--- src/rtl/debug_pkg.sv ---
// Debug-port types shared by the debug arbiter and its users.
package debug_pkg;

   localparam int default_rf_size = 32;

   typedef enum logic [1:0] {
      RUNNING = 2'd0,
      HALTING = 2'd1,
      HALTED  = 2'd2,
      ACCESS  = 2'd3
   } dbg_state_t;

   typedef logic [$clog2(default_rf_size)-1:0] reg_addr_t;

endpackage

--- src/rtl/types_pkg.sv ---
// Core datapath types shared by the register unit and the blocks that drive it.
package types_pkg;

   localparam int xlen      = 32;
   localparam int reg_idx_w = 5;

   typedef logic [xlen-1:0]      word_t;
   typedef logic [reg_idx_w-1:0] reg_idx_t;

   typedef struct packed {
      reg_idx_t rs1;
      reg_idx_t rs2;
      reg_idx_t rd;
      logic     has_rd;
   } instruction_t;

endpackage

--- src/rtl/register_debug_arbiter.sv ---
// Arbitrates register-file access between the core and the debug port; the core is
// frozen at an instruction boundary before any debug read/write is served.
module register_debug_arbiter
   import types_pkg::*;
   import debug_pkg::*;
#(
   parameter int size = 32
) (
   input  logic                     clk,
   input  logic                     reset,
   input  instruction_t             core_src_instr,
   input  instruction_t             core_dest_instr,
   input  logic                     core_enable,
   input  word_t                    core_xd,
   input  logic                     core_idle,
   output logic                     core_halt,
   input  logic                     dbg_halt_req,
   input  logic                     dbg_resume_req,
   output logic                     dbg_halted,
   input  logic                     dbg_valid,
   output logic                     dbg_ready,
   input  logic                     dbg_write,
   input  logic [$clog2(size)-1:0]  dbg_addr,
   input  word_t                    dbg_wdata,
   output word_t                    dbg_rdata,
   output logic                     dbg_rvalid,
   output instruction_t             rf_src_instr,
   output instruction_t             rf_dest_instr,
   output logic                     rf_enable,
   output word_t                    rf_xd,
   input  word_t                    rf_xs1
);

   localparam int addr_w = $clog2(size);

   dbg_state_t          state_r;
   logic                core_halt_r;
   logic                dbg_halted_r;
   logic                dbg_ready_r;
   logic                dbg_rvalid_r;
   word_t               dbg_rdata_r;
   logic                acc_write_r;
   logic [addr_w-1:0]   acc_addr_r;
   word_t               acc_wdata_r;

   reg_idx_t            acc_idx_s;
   logic                acc_is_x0_s;
   instruction_t        rf_src_s;
   instruction_t        rf_dest_s;
   logic                rf_enable_s;
   word_t               rf_xd_s;

   assign acc_idx_s   = reg_idx_t'(acc_addr_r);
   assign acc_is_x0_s = (acc_addr_r == {addr_w{1'b0}});

   // Control FSM with the latched debug transaction and registered debug outputs
   always_ff @(posedge clk) begin
      if (reset) begin
         state_r      <= RUNNING;
         core_halt_r  <= 1'b0;
         dbg_halted_r <= 1'b0;
         dbg_ready_r  <= 1'b0;
         dbg_rvalid_r <= 1'b0;
         dbg_rdata_r  <= '0;
         acc_write_r  <= 1'b0;
         acc_addr_r   <= '0;
         acc_wdata_r  <= '0;
      end else begin
         dbg_rvalid_r <= 1'b0;
         case (state_r)
            RUNNING: begin
               if (dbg_halt_req) begin
                  state_r     <= HALTING;
                  core_halt_r <= 1'b1;
               end
            end
            HALTING: begin
               // a started halt completes even if the request has been withdrawn
               if (core_idle) begin
                  state_r      <= HALTED;
                  dbg_halted_r <= 1'b1;
                  dbg_ready_r  <= 1'b1;
               end
            end
            HALTED: begin
               if (dbg_valid && dbg_ready_r) begin
                  state_r     <= ACCESS;
                  dbg_ready_r <= 1'b0;
                  acc_write_r <= dbg_write;
                  acc_addr_r  <= dbg_addr;
                  acc_wdata_r <= dbg_wdata;
               end else if (dbg_resume_req) begin
                  state_r      <= RUNNING;
                  core_halt_r  <= 1'b0;
                  dbg_halted_r <= 1'b0;
                  dbg_ready_r  <= 1'b0;
               end
            end
            ACCESS: begin
               state_r     <= HALTED;
               dbg_ready_r <= 1'b1;
               if (!acc_write_r) begin
                  dbg_rdata_r  <= acc_is_x0_s ? '0 : rf_xs1;
                  dbg_rvalid_r <= 1'b1;
               end
            end
            default: begin
               state_r      <= RUNNING;
               core_halt_r  <= 1'b0;
               dbg_halted_r <= 1'b0;
               dbg_ready_r  <= 1'b0;
            end
         endcase
      end
   end

   // Register-unit port mux: core pass-through, quiesced while halted, debug access in ACCESS
   always_comb begin
      rf_src_s    = core_src_instr;
      rf_dest_s   = core_dest_instr;
      rf_enable_s = core_enable;
      rf_xd_s     = core_xd;
      case (state_r)
         RUNNING, HALTING: begin
            rf_enable_s = core_enable;
         end
         HALTED: begin
            rf_src_s    = '0;
            rf_dest_s   = '0;
            rf_enable_s = 1'b0;
         end
         ACCESS: begin
            rf_src_s     = '0;
            rf_src_s.rs1 = acc_idx_s;
            rf_dest_s    = '0;
            if (acc_write_r) begin
               rf_dest_s.rd     = acc_idx_s;
               rf_dest_s.has_rd = 1'b1;
               rf_xd_s          = acc_wdata_r;
               rf_enable_s      = !acc_is_x0_s;
            end else begin
               rf_enable_s = 1'b0;
            end
         end
         default: begin
            rf_src_s    = '0;
            rf_dest_s   = '0;
            rf_enable_s = 1'b0;
         end
      endcase
   end

   // reset also blocks the strobe so an in-flight debug write is aborted
   assign rf_enable     = rf_enable_s & ~reset;
   assign rf_src_instr  = rf_src_s;
   assign rf_dest_instr = rf_dest_s;
   assign rf_xd         = rf_xd_s;

   assign core_halt  = core_halt_r;
   assign dbg_halted = dbg_halted_r;
   assign dbg_ready  = dbg_ready_r;
   assign dbg_rvalid = dbg_rvalid_r;
   assign dbg_rdata  = dbg_rdata_r;

endmodule

--- config.mk ---
export PLATFORM = sky130hd
export DESIGN_NAME = register_debug_arbiter
export DESIGN_NICKNAME = d
export VERILOG_FILES = /design/src/rtl/debug_pkg.sv /design/src/rtl/types_pkg.sv /design/src/rtl/register_debug_arbiter.sv
export SDC_FILE = /design/constraint.sdc
export NUM_CORES = 1
export LEC_CHECK = 0
export CORE_ASPECT_RATIO = 0.9
export CORE_MARGIN = 4
export CORE_UTILIZATION = 32
export CTS_BUF_LIST = sky130_fd_sc_hd__clkbuf_2 sky130_fd_sc_hd__clkbuf_4 sky130_fd_sc_hd__clkbuf_8
export CTS_CLUSTER_SIZE = 14
export DETAILED_ROUTE_END_ITERATION = 8
export PLACE_DENSITY = 0.91
export SYNTH_ARGS = -nofsm -noshare
export SYNTH_HDL_FRONTEND = slang
export SYNTH_SLANG_ARGS = --single-unit
--- constraint.sdc ---
create_clock -name clk -period 1.4 [get_ports clk]
set_input_delay 0.28 -clock clk [delete_from_list [all_inputs] [get_ports clk]]
set_output_delay 0.28 -clock clk [all_outputs]
set_load 0.02 [all_outputs]
==> results.toml, run 1 <==
[run_status]
status = "complete, but fails checks"
violations = "negative setup slack"

[setup_path]
worstSetupPathType = "flip-flop to output pin"
crit_chain = "or4_4 > nor2_4 > o31ai_2 > buf_4"
path_buf_inv = 1
crit_fanout = 2
endpoint_kind = "output pin"
critical_path_required_ps = 1120
cp_slowest_cell = "or4_4"
crit_family = "simple AND/OR/NAND/NOR gates"
start_kind = "flip-flop"
cp.arrival_ps = 1570
max_stage_delay_ps = 560

[yosys]
synthSimpleGateAreaFrac_pct = 27.9
ys_seq_area_share_pct = 46.6
synthAdderAreaFrac_pct = 0
synth_edf_count = 0
ys_ff_latch = 76
syn-num-nets = 575
ys_warn_count = 0
post_synth_xor_area_fraction_pct = 0
ys.flop_type = "dfxtp_1"
synth_compound_area_share_pct = 19.3
synthCells = 434
synth_cell_type_count = 26
synthMuxAreaShare_pct = 0
synthArstFlopShare_pct = 0
synth_top_family_by_area = "simple AND/OR/NAND/NOR gates"
synth_area_per_cell_um2 = 7.52
syn_area_mm2 = 0.00326

[die]
die_w_um = 114
die_h_um = 104
start_util_pct = 33.2
rows = 34
io_pins = 242
core_mm2 = 0.00983
die_area_mm2 = 0.0119

[cts]
cts_made_buffers = 9
cts_sinks = 76
ctsHtreeMaxLevel = 3
root_buffer = "clkbuf_8"
path_clk_slew_ps = 90
clock_latency_ps = 340
cts.path.max_buffers = 2
cts.hold.buffers_added = 0
cts_tree = "yes"

[drt]
dr.pass1.iters = 4
wl_mm = 17.6
vias = 4390
wl_per_cell_um = 20.8
drtIter0Drc = 223
drt.antenna.violating_nets = 0
viasPerCell = 5.20
drc = 0

[cells_and_area]
layout.nets = 854
antennaDiodeCount = 0
final_common_cell = "clkdlybuf4s50_1"
area_growth_pct = 142
drive_gt1_share_pct = 49.6
final_area_mm2 = 0.00790
mostFrequentLayoutCells = "clkdlybuf4s50_1, nand2_2, dfxtp_1"

[sta]
rsz0062_at_grt = "yes"
fin_ws_ps = -447
slew_headroom_pct = 64.7
finalHoldViolCount = 0
fin_skew_ps = 9.31
fmax_mhz = 541
slew_violations = 0
worstMarginPinSlew_ps = 529
min_period_ps = 1850
min_period_over_period_pct = 132
setup_viol = 138
fin_tns_setup_ps = -39630

[place]
dp_hpwl_mm = 9.20
gp_congestion = 0.805
io_buffers = 241
dpl_cell_area_mm2 = 0.00598

[grt]
grt_pass1_vias = 4068
grt_pass1_wl_mm = 19.4
grt_usage_pct = 20.0
antenna_found_initial = 0
grt_max_degree = 40
grt-ovfl-total = 0

[pwr]
power_density_mw_per_mm2 = 689
p_leak_nw = 3.91
vdd_drop_max_mv = 0.730
power.total_w = 0.00544

[min_path]
worstHoldPathType = "flip-flop to flip-flop"

[job]
cap_violations = 0
==> routing by layer <==
metal  vias to the layer above  part of all wire [%]  track usage [%]
li1                       1990                     -                -
met2                       262                    51             34.5
met5                         -                     0                0
met4                         0                   3.3             6.96
met1                      2085                    37             22.9
met3                        53                   8.9             6.76
==> cells by family (layout without fill, tap and decap cells) <==
| group | after synthesis | after routing |
|---|---|---|
| compound gates | 94 | 97 |
| buf+inv | 46 | 327 |
| flops | 76 | 76 |
| simple gates | 218 | 218 |
==> final timing paths <==
kind	start	to	slack, ps	cells past startpoint
setup / recovery	acc_addr_r[3]$_SDFFE_PP0P_	rf_enable	-450	4
hold / removal	dbg_halted$_SDFFE_PP0P_	dbg_halted$_SDFFE_PP0P_	470	1
setup reg to reg	acc_addr_r[3]$_SDFFE_PP0P_	dbg_rdata[29]$_SDFFE_PP0P_	-370	5
hold reg to reg	dbg_halted$_SDFFE_PP0P_	dbg_halted$_SDFFE_PP0P_	470	1
==> synthesized netlist by cell type, types with 2 or more instances <==
library cell	count	area, um2
buf_2	7	35.0
nor2_1	4	15.0
nor2b_1	22	138
a32o_1	2	20.0
o21ai_0	12	60.1
nand2_1	181	679
nand3_1	6	30.0
a21oi_1	41	205
buf_6	3	33.8
dfxtp_1	76	1520
inv_1	13	48.8
a22o_1	32	280
buf_1	4	15.0
clkbuf_1	19	71.3
==> worst reg2reg max path, cell delays in order (launching register included) <==
cell     delay [ps]
dfxtp_2         340
or4_4           560
buf_4           160
buf_6           120
o21ba_4         240
a22o_1          250
==> timing repair <==
action	in CTS	in global routing
setup endpoints to repair	174	144
pin swaps	4	143
cloned	3	24
setup buffers	2	10
resized for setup	428	300
==> flip-flops by register name, summed over array words and instances (netlist names) <==
register     flops
dbg_rdata       32
dbg_ready        1
dbg_rvalid       1
state_r          2
dbg_halted       1
acc_addr_r       5
acc_wdata_r     32
core_halt        1
acc_write_r      1
==> metrics by stage <==
stage	utilization (%)	worst slack [ps]	hold WS, ps	std cells
2_1_floorplan	-	-120	408	434
3_3_place_gp	60.9	-643	443	791
3_5_place_dp	60.9	-679	447	791
4_1_cts	63.9	-440	458	812
5_1_grt	80.4	-495	482	844
6_report	80.4	-447	467	844
==> cell type report <==
type,instances,area [um2]
Clock inverter,7,80.1
Multi-Input combinational cell,315,2610
Tap cell,126,158
Timing Repair Buffer,298,3340
Inverter,13,48.8
Clock buffer,9,124
Sequential cell,76,1540
Fill cell,535,1930
==> where the power goes <==
part | leakage (nW) | internal [W] | switching [W]
combinational | 3.19 | 0.000861 | 0.000645
clock | 0.103 | 0.000852 | 0.000889
sequential | 0.616 | 0.00218 | 0.0000183
Power figures use the tool's default switching activity.
==> run 2: changes to the inputs <==
--- a/config.mk
+++ b/config.mk
@@ -9,6 +9,7 @@
 export CORE_MARGIN = 4
 export CORE_UTILIZATION = 32
 export CTS_BUF_LIST = sky130_fd_sc_hd__clkbuf_2 sky130_fd_sc_hd__clkbuf_4 sky130_fd_sc_hd__clkbuf_8
+export CTS_CLUSTER_DIAMETER = 150
 export CTS_CLUSTER_SIZE = 14
 export DETAILED_ROUTE_END_ITERATION = 8
 export PLACE_DENSITY = 0.91
==> results of run 2 <==
No change in the layout: final DEF, timing and power equal those of run 1.
